### src/rtl/eeprom_pkg.sv
// Shared definitions for the EEPROM byte sequencer: FSM encoding and write-cycle timing.
package eeprom_pkg;

    typedef enum logic [2:0] {
        IDLE,
        ISSUE,
        WAIT_BUSY,
        WAIT_DONE,
        WR_WAIT,
        NEXT,
        FINISH
    } state_t;

    localparam int unsigned HZ_PER_MHZ = 1_000_000;

    // Cycles the EEPROM needs to commit a byte, derived from clock rate and wait time.
    function automatic int unsigned calc_wr_wait_cyc(input int unsigned sys_clk_hz,
                                                     input int unsigned wait_us);
        return (sys_clk_hz / HZ_PER_MHZ) * wait_us;
    endfunction

endpackage

### src/rtl/eeprom_buf_ram.sv
// Byte buffer for the sequencer: one write port, one registered read port with read enable.
module eeprom_buf_ram #(
    parameter int DEPTH = 16,
    parameter int AW    = $clog2(DEPTH)
) (
    input  logic          sys_clk,
    input  logic          we,
    input  logic [AW-1:0] waddr,
    input  logic [7:0]    wdata,
    input  logic          re,
    input  logic [AW-1:0] raddr,
    output logic [7:0]    rdata
);

    logic [7:0] mem [DEPTH];

    always_ff @(posedge sys_clk) begin
        if (we) mem[waddr] <= wdata;
        if (re) rdata <= mem[raddr];
    end

endmodule

### src/rtl/eeprom_seq_ctrl.sv
// Splits a multi-byte EEPROM request into single-byte IIC driver operations,
// with per-byte retry on ACK failure and the EEPROM write-cycle wait between writes.
module eeprom_seq_ctrl
    import eeprom_pkg::*;
#(
    parameter int SYS_CLK       = 50_000_000,
    parameter int ADDR_BYTE_NUM = 1,
    parameter int BUF_DEPTH     = 16,
    parameter int WR_WAIT_US    = 5000,
    parameter int MAX_RETRY     = 3,
    localparam int AW           = $clog2(BUF_DEPTH),
    localparam int WAW          = ADDR_BYTE_NUM * 8
) (
    input  logic           sys_clk,
    input  logic           sys_rst,
    input  logic           req_start,
    input  logic           req_rw,
    input  logic [WAW-1:0] req_addr,
    input  logic [AW:0]    req_len,
    output logic           req_ready,
    input  logic           buf_we,
    input  logic [AW-1:0]  buf_waddr,
    input  logic [7:0]     buf_wdata,
    output logic [7:0]     rd_data,
    output logic [AW-1:0]  rd_index,
    output logic           rd_valid,
    output logic           done,
    output logic           error,
    output logic           iic_start,
    input  logic           iic_ready,
    output logic           iic_rw_flag,
    output logic [WAW-1:0] iic_word_addr,
    output logic [7:0]     iic_wdata,
    input  logic [7:0]     iic_rdata,
    input  logic           iic_rdata_valid,
    input  logic           iic_ack_error
);

    localparam int RW = $clog2(MAX_RETRY + 2);
    localparam logic [RW-1:0] RETRY_MAX   = RW'(MAX_RETRY);
    localparam logic [31:0]   WR_WAIT_CYC = calc_wr_wait_cyc(SYS_CLK, WR_WAIT_US);

    state_t         state;
    logic           rw_q;
    logic [WAW-1:0] addr_q;
    logic [AW:0]    len_q;
    logic [AW-1:0]  idx;
    logic [RW-1:0]  retry;
    logic           ack_err;
    logic [31:0]    wait_cnt;

    logic [AW:0]    idx_nx;
    logic           last;
    logic           rd_strobe;

    logic           ram_we;
    logic [AW-1:0]  ram_waddr;
    logic [7:0]     ram_wdata;
    logic           ram_re;
    logic [AW-1:0]  ram_raddr;
    logic [7:0]     ram_rdata;

    assign idx_nx    = {1'b0, idx} + (AW+1)'(1);
    assign last      = (idx_nx == len_q);
    assign rd_strobe = rw_q && iic_rdata_valid && (state == WAIT_BUSY || state == WAIT_DONE);

    // The read port only fires the cycle before ISSUE, so the byte sent is frozen
    // at that point even if ISSUE stalls on a busy driver.
    always_comb begin
        ram_we    = 1'b0;
        ram_waddr = buf_waddr;
        ram_wdata = buf_wdata;
        ram_re    = 1'b0;
        ram_raddr = idx;
        case (state)
            IDLE: begin
                ram_we    = buf_we;
                ram_re    = 1'b1;
                ram_raddr = '0;
            end
            NEXT: begin
                ram_re = 1'b1;
                if (!ack_err && !last) ram_raddr = idx_nx[AW-1:0];
            end
            WAIT_BUSY, WAIT_DONE: begin
                if (rd_strobe) begin
                    ram_we    = 1'b1;
                    ram_waddr = idx;
                    ram_wdata = iic_rdata;
                end
            end
            default: ;
        endcase
    end

    eeprom_buf_ram #(
        .DEPTH (BUF_DEPTH),
        .AW    (AW)
    ) u_buf (
        .sys_clk (sys_clk),
        .we      (ram_we),
        .waddr   (ram_waddr),
        .wdata   (ram_wdata),
        .re      (ram_re),
        .raddr   (ram_raddr),
        .rdata   (ram_rdata)
    );

    always_ff @(posedge sys_clk or posedge sys_rst) begin
        if (sys_rst) begin
            state         <= IDLE;
            rw_q          <= 1'b0;
            addr_q        <= '0;
            len_q         <= '0;
            idx           <= '0;
            retry         <= '0;
            ack_err       <= 1'b0;
            wait_cnt      <= '0;
            req_ready     <= 1'b1;
            done          <= 1'b0;
            error         <= 1'b0;
            iic_start     <= 1'b0;
            iic_rw_flag   <= 1'b0;
            iic_word_addr <= '0;
            iic_wdata     <= '0;
            rd_data       <= '0;
            rd_index      <= '0;
            rd_valid      <= 1'b0;
        end else begin
            iic_start <= 1'b0;
            rd_valid  <= 1'b0;
            done      <= 1'b0;
            case (state)
                IDLE: begin
                    if (req_start) begin
                        rw_q      <= req_rw;
                        addr_q    <= req_addr;
                        len_q     <= req_len;
                        idx       <= '0;
                        retry     <= '0;
                        error     <= 1'b0;
                        req_ready <= 1'b0;
                        state     <= (req_len == '0) ? FINISH : ISSUE;
                    end
                end
                ISSUE: begin
                    if (iic_ready) begin
                        iic_start     <= 1'b1;
                        iic_rw_flag   <= rw_q;
                        iic_word_addr <= addr_q;
                        iic_wdata     <= ram_rdata;
                        ack_err       <= 1'b0;
                        state         <= WAIT_BUSY;
                    end
                end
                WAIT_BUSY: begin
                    if (iic_ack_error) ack_err <= 1'b1;
                    if (!iic_ready) state <= WAIT_DONE;
                end
                WAIT_DONE: begin
                    if (iic_ack_error) ack_err <= 1'b1;
                    if (iic_ready) begin
                        wait_cnt <= '0;
                        state    <= rw_q ? NEXT : WR_WAIT;
                    end
                end
                WR_WAIT: begin
                    if (wait_cnt + 32'd1 >= WR_WAIT_CYC) state <= NEXT;
                    else wait_cnt <= wait_cnt + 32'd1;
                end
                NEXT: begin
                    if (ack_err) begin
                        if (retry < RETRY_MAX) begin
                            retry <= retry + RW'(1);
                            state <= ISSUE;
                        end else begin
                            error <= 1'b1;
                            state <= FINISH;
                        end
                    end else if (last) begin
                        state <= FINISH;
                    end else begin
                        idx    <= idx_nx[AW-1:0];
                        addr_q <= addr_q + WAW'(1);
                        retry  <= '0;
                        state  <= ISSUE;
                    end
                end
                FINISH: begin
                    done      <= 1'b1;
                    req_ready <= 1'b1;
                    state     <= IDLE;
                end
                default: state <= IDLE;
            endcase
            if (rd_strobe) begin
                rd_data  <= iic_rdata;
                rd_index <= idx;
                rd_valid <= 1'b1;
            end
        end
    end

endmodule

### config.mk
export PLATFORM = sky130hd
export DESIGN_NAME = eeprom_seq_ctrl
export DESIGN_NICKNAME = d
export VERILOG_FILES = /design/src/rtl/eeprom_pkg.sv /design/src/rtl/eeprom_buf_ram.sv /design/src/rtl/eeprom_seq_ctrl.sv
export SDC_FILE = /design/constraint.sdc
export NUM_CORES = 1
export LEC_CHECK = 0
export ABC_AREA = 1
export CORE_ASPECT_RATIO = 1.2
export CORE_MARGIN = 10
export CORE_UTILIZATION = 39
export CTS_CLUSTER_DIAMETER = 120
export DETAILED_ROUTE_END_ITERATION = 6
export GPL_TIMING_DRIVEN = 1
export PLACE_DENSITY_LB_ADDON = 0.05
export SYNTH_ARGS = -nofsm -noshare
export SYNTH_HDL_FRONTEND = slang
export SYNTH_SLANG_ARGS = --single-unit
### constraint.sdc
create_clock -name sys_clk -period 4.66 [get_ports sys_clk]
set_input_delay 0.932 -clock sys_clk [delete_from_list [all_inputs] [get_ports sys_clk]]
set_output_delay 0.932 -clock sys_clk [all_outputs]
set_load 0.03 [all_outputs]
==> summary.md <==
| Metric | Value |
|---|---|
| Status | `finished, final reports clean` |
| Power per cell area | `560 nW/µm²` |
| R2R depth | `18` |
| Synth async-reset ratio | `between 40% and 50%` |
| Clock-pin slew on the worst setup and hold paths | `0.07 ns` |
| R2r endpoint | `u_buf.rdata[0]$_DFFE_PN_` |
| WL final | `30.9 mm` |
| Routed len/inst | `between 15 and 20 µm` |
| Commonest non-fill, non-tap cell in the layout | `nand2_1` |
| CTS H-tree lvls | `1` |
| Total clock sinks | `between 200 and 250` |
| Buffer depth of the longest clock path | `3` |
| Slew @ Worst Pin | `about 0.92 ns` |
| Setup TNS | `0 ns` |
| Crit path buf inv count | `2` |
| Setup-failing EPs final | `0` |
| Sw Share | `between 30% and 40%` |
| Share of cells above drive strength 1 | `5.64%` |
| Post-Place Worst Slack | `between 1 and 1.5 ns` |
| Core box area | `roughly 28000 µm²` |
| Combinational power share | `between 30% and 40%` |
| Slew headroom | `38.4%` |
| Largest net degree at the start of global routing | `between 60 and 70` |
| Post-CTS Setup Inserts | `0` |
| Drt pass-1 iters | `5` |
| Fin util | `about 46%` |
| Die Span Y | `around 200 µm` |
| Synth warnings | `0` |
| Clk root buf | `clkbuf_16` |
| CP endpoint kind | `flip-flop` |
| Site row count | `67` |
| Post-place instance area | `between 10000 and 15000 µm²` |
| R2R setup slack | `between 1 and 1.5 ns` |
| Mean area per synthesized cell | `approximately 8.7 µm²` |
| Worst-path maximum fanout | `64` |
| Final nets | `between 1000 and 1500` |
| Max_cap viols | `0` |
| IO buf count | `74` |
| Post-synthesis sequential area ratio | `about 58%` |
| Clock Latency Late Sink | `0.54 ns` |
| Fin Hold WS | `0.467 ns` |
| Top Ports | `75` |
| WHS Endpoint | `iic_wdata[6]$_DFFE_PP0P_` |
| Starting Density | `approximately 39%` |
| Syn_nets | `between 1000 and 1500` |
| Finished Cell Area | `around 13000 µm²` |
| Post-CTS resize count | `0` |
| Required @ worst endpoint | `between 4 and 5 ns` |
| Reg-to-Reg Start | `idx[0]$_DFFE_PP0P_` |
| Met3 Use GR | `2.42%` |
| Initial antenna violation count | `0` |
| FMAX | `roughly 290 MHz` |
| Most Used Layer, Global Route | `met2` |
| Min-delay worst type | `reg -> reg` |
| Cell Area, Synth | `11000 µm²` |
| Met2 Resource Use GR | `30.5%` |
| Total GRT Usage | `17.4%` |
| EDFF count, synth | `between 100 and 150` |
| Leakage | `0.00555 µW` |
| GR Overflow Total | `0` |
| Delay-heaviest family, CP | `simple AND/OR/NAND/NOR gates` |
| Sequential Power Share | `between 30% and 40%` |
| ANT cells | `0` |
| Slowest CP cell | `buf_4` |
| Power share of the clock group | `29.4%` |
| Via count | `~8600` |
| Synth Instances | `approximately 1300` |
| Die W | `roughly 170 µm` |
| Post-synthesis register bit count | `around 230` |
| Iteration-0 DRC Markers | `approximately 530` |
| CP cell instances | `ha_1 > inv_1 > nand2_1 > nand2_1 > nand2_1 > nand3_1 > nor2_1 > nand2_1 > nand2_1 > nand2_1 > nand3_2 > nand2_2 > buf_4 > nand2_1 > nand3_1 > nand3_1 > nand3_1 > nand2_1` |
| WP data arrival | `3.72 ns` |
| CP Launch Type | `flip-flop` |
| Global-route wire length before repair | `49.5 mm` |
| Die ar. | `35200 µm²` |
| FF+latch area | `between 6000 and 7000 µm²` |
| # fillers | `about 2800` |
| Unrepaired setup endpoints after global routing | `false` |
| Vias in the first global route | `around 8600` |
| Slew Limit Fails | `0` |
| Area Overhead vs Synth | `17.9%` |
| Worst VDD drop | `around 350 µV` |
| Most frequent cells in the layout | `nand2_1, nand3_1, inv_1` |
| Critical path class | `reg -> reg` |
| HPWL after DPL | `around 21 mm` |
| Number of buffers inserted by hold repair at cts | `0` |
| CTS Buf Count | `26` |
| Cell variety after synth | `slightly above 40` |
| Antenna-violating nets left | `0` |
| Final period utilization | `between 70 and 80%` |
| Psw | `about 2700 µW` |
| DRC Markers | `0` |
| Worst path most repeated cell | `nand2_1` |
| Met1 usage | `about 22%` |
| Final Wtd Congestion | `between 0.8 and 0.9` |
| TritonCTS clock tree | `built` |
| Vias per cell | `just under 5` |
| Int Pwr | `between 4000 and 5000 µW` |
| Main synth FF type | `edfxtp_1` |
| Post-layout min period | `roughly 3.4 ns` |
| Fin worst setup slack | `1.23 ns` |
| Hold Vio Cnt, Final | `0` |
| Hold wc startpoint | `iic_wdata[6]$_DFFE_PP0P_` |
| Worst hold stages | `2` |
| Area occupied by multi-input gates | `around 3800 µm²` |
| Clock skew | `between 0.02 and 0.025 ns` |
| Worst stage delay on the critical path | `~0.56 ns` |
worst max-delay path by stage:
stage                  startpoint                        end  slack [ns]  cells after the start
5_1_grt        idx[0]$_DFFE_PP0P_   u_buf.rdata[0]$_DFFE_PN_        0.86                     18
3_3_place_gp      iic_rdata_valid  u_buf.mem[2][5]$_DFFE_PP_        1.11                      6
4_1_cts        idx[0]$_DFFE_PP0P_   u_buf.rdata[0]$_DFFE_PN_        1.23                     18
6_report       idx[0]$_DFFE_PP0P_   u_buf.rdata[0]$_DFFE_PN_        1.23                     18
2_1_floorplan             sys_rst        ack_err$_DFFE_PP0P_        1.37                      1
3_5_place_dp      iic_rdata_valid  u_buf.mem[2][0]$_DFFE_PP_        1.04                      6
power by group through the flow:
stage / combinational, µW / sequential, µW / clock [µW]
floorplan: 1360 / 2940 / 0
detailed placement: 2430 / 2740 / 0
CTS: 2440 / 2710 / 2170
global placement: 2420 / 2750 / 0
finish: 2400 / 2710 / 2120
global route: 2680 / 2750 / 2260
cell families (layout without fill, tap and decap cells):
group,Yosys count,count (layout),share of synthesized area [%]
simple gates,740,740,29.1
flops,227,227,58.1
buf+inv,195,280,7.15
compound gates,82,82,4.11
xor+xnor,14,14,1.12
fa+ha+maj,4,4,0.457
registers in the layout, summed over array words and instances, names as in the netlist:
name and flops:
u_buf.mem 128, wait_cnt 32, addr_q 8, iic_wdata 8, iic_word_addr 8, rd_data 8, u_buf.rdata 8, len_q 5
idx 4, rd_index 4, retry 3, state 3, ack_err 1, done 1, error 1, iic_rw_flag 1
iic_start 1, rd_valid 1, req_ready 1, rw_q 1
area by class of cell:
type	instances	area share (%)
clock buffers	30	5.15
clock inverters	16	1.63
inverters	148	4.32
multi-input cells	840	29.5
flip-flops and latches	227	49.2
well taps	379	3.67
repair buffers	86	6.43
through the flow:
step	instances	total power [µW]
after floorplan	1262	4290
after global placement	1680	5160
after detailed placement	1680	5170
after CTS	1726	7320
after global routing	1726	7700
final	1726	7230
worst min-delay path, stage by stage, from the launching register on:
cell	delay, ns
dfrtp_1	0.34
nand2_1	0.05
nand2_1	0.04
layer usage:
| layer | wire length [µm] | share of wire (%) | vias to the layer above |
|---|---|---|---|
| met3 | 1170 | 3.8 | 45 |
| met5 | 0 | 0 | - |
| met4 | 735 | 2.4 | 0 |
| li1 | - | - | 4257 |
| met1 | 13500 | 44 | 4109 |
| met2 | 15500 | 50 | 153 |
synthesized netlist by cell type (3+ instances only):
master,number,area (µm²)
a21oi_1,22,110
a22oi_1,4,30.0
buf_1,7,26.3
buf_2,14,70.1
buf_4,7,52.6
clkbuf_1,18,67.6
dfrtp_1,90,2250
edfxtp_1,136,4080
ha_1,4,50.1
inv_1,141,529
inv_2,5,18.8
nand2_1,406,1520
nand3_1,192,961
nand3_2,4,40.0
nand3b_1,4,30.0
nand4_1,10,62.6
nor2_1,94,353
nor2_4,3,33.8
nor3_1,12,60.1
nor3_2,4,40.0
nor4_1,4,25.0
o21ai_0,41,205
o21ai_1,5,25.0
xnor2_1,8,70.1
xor2_1,6,52.6
(Power assumes the default switching activity.)
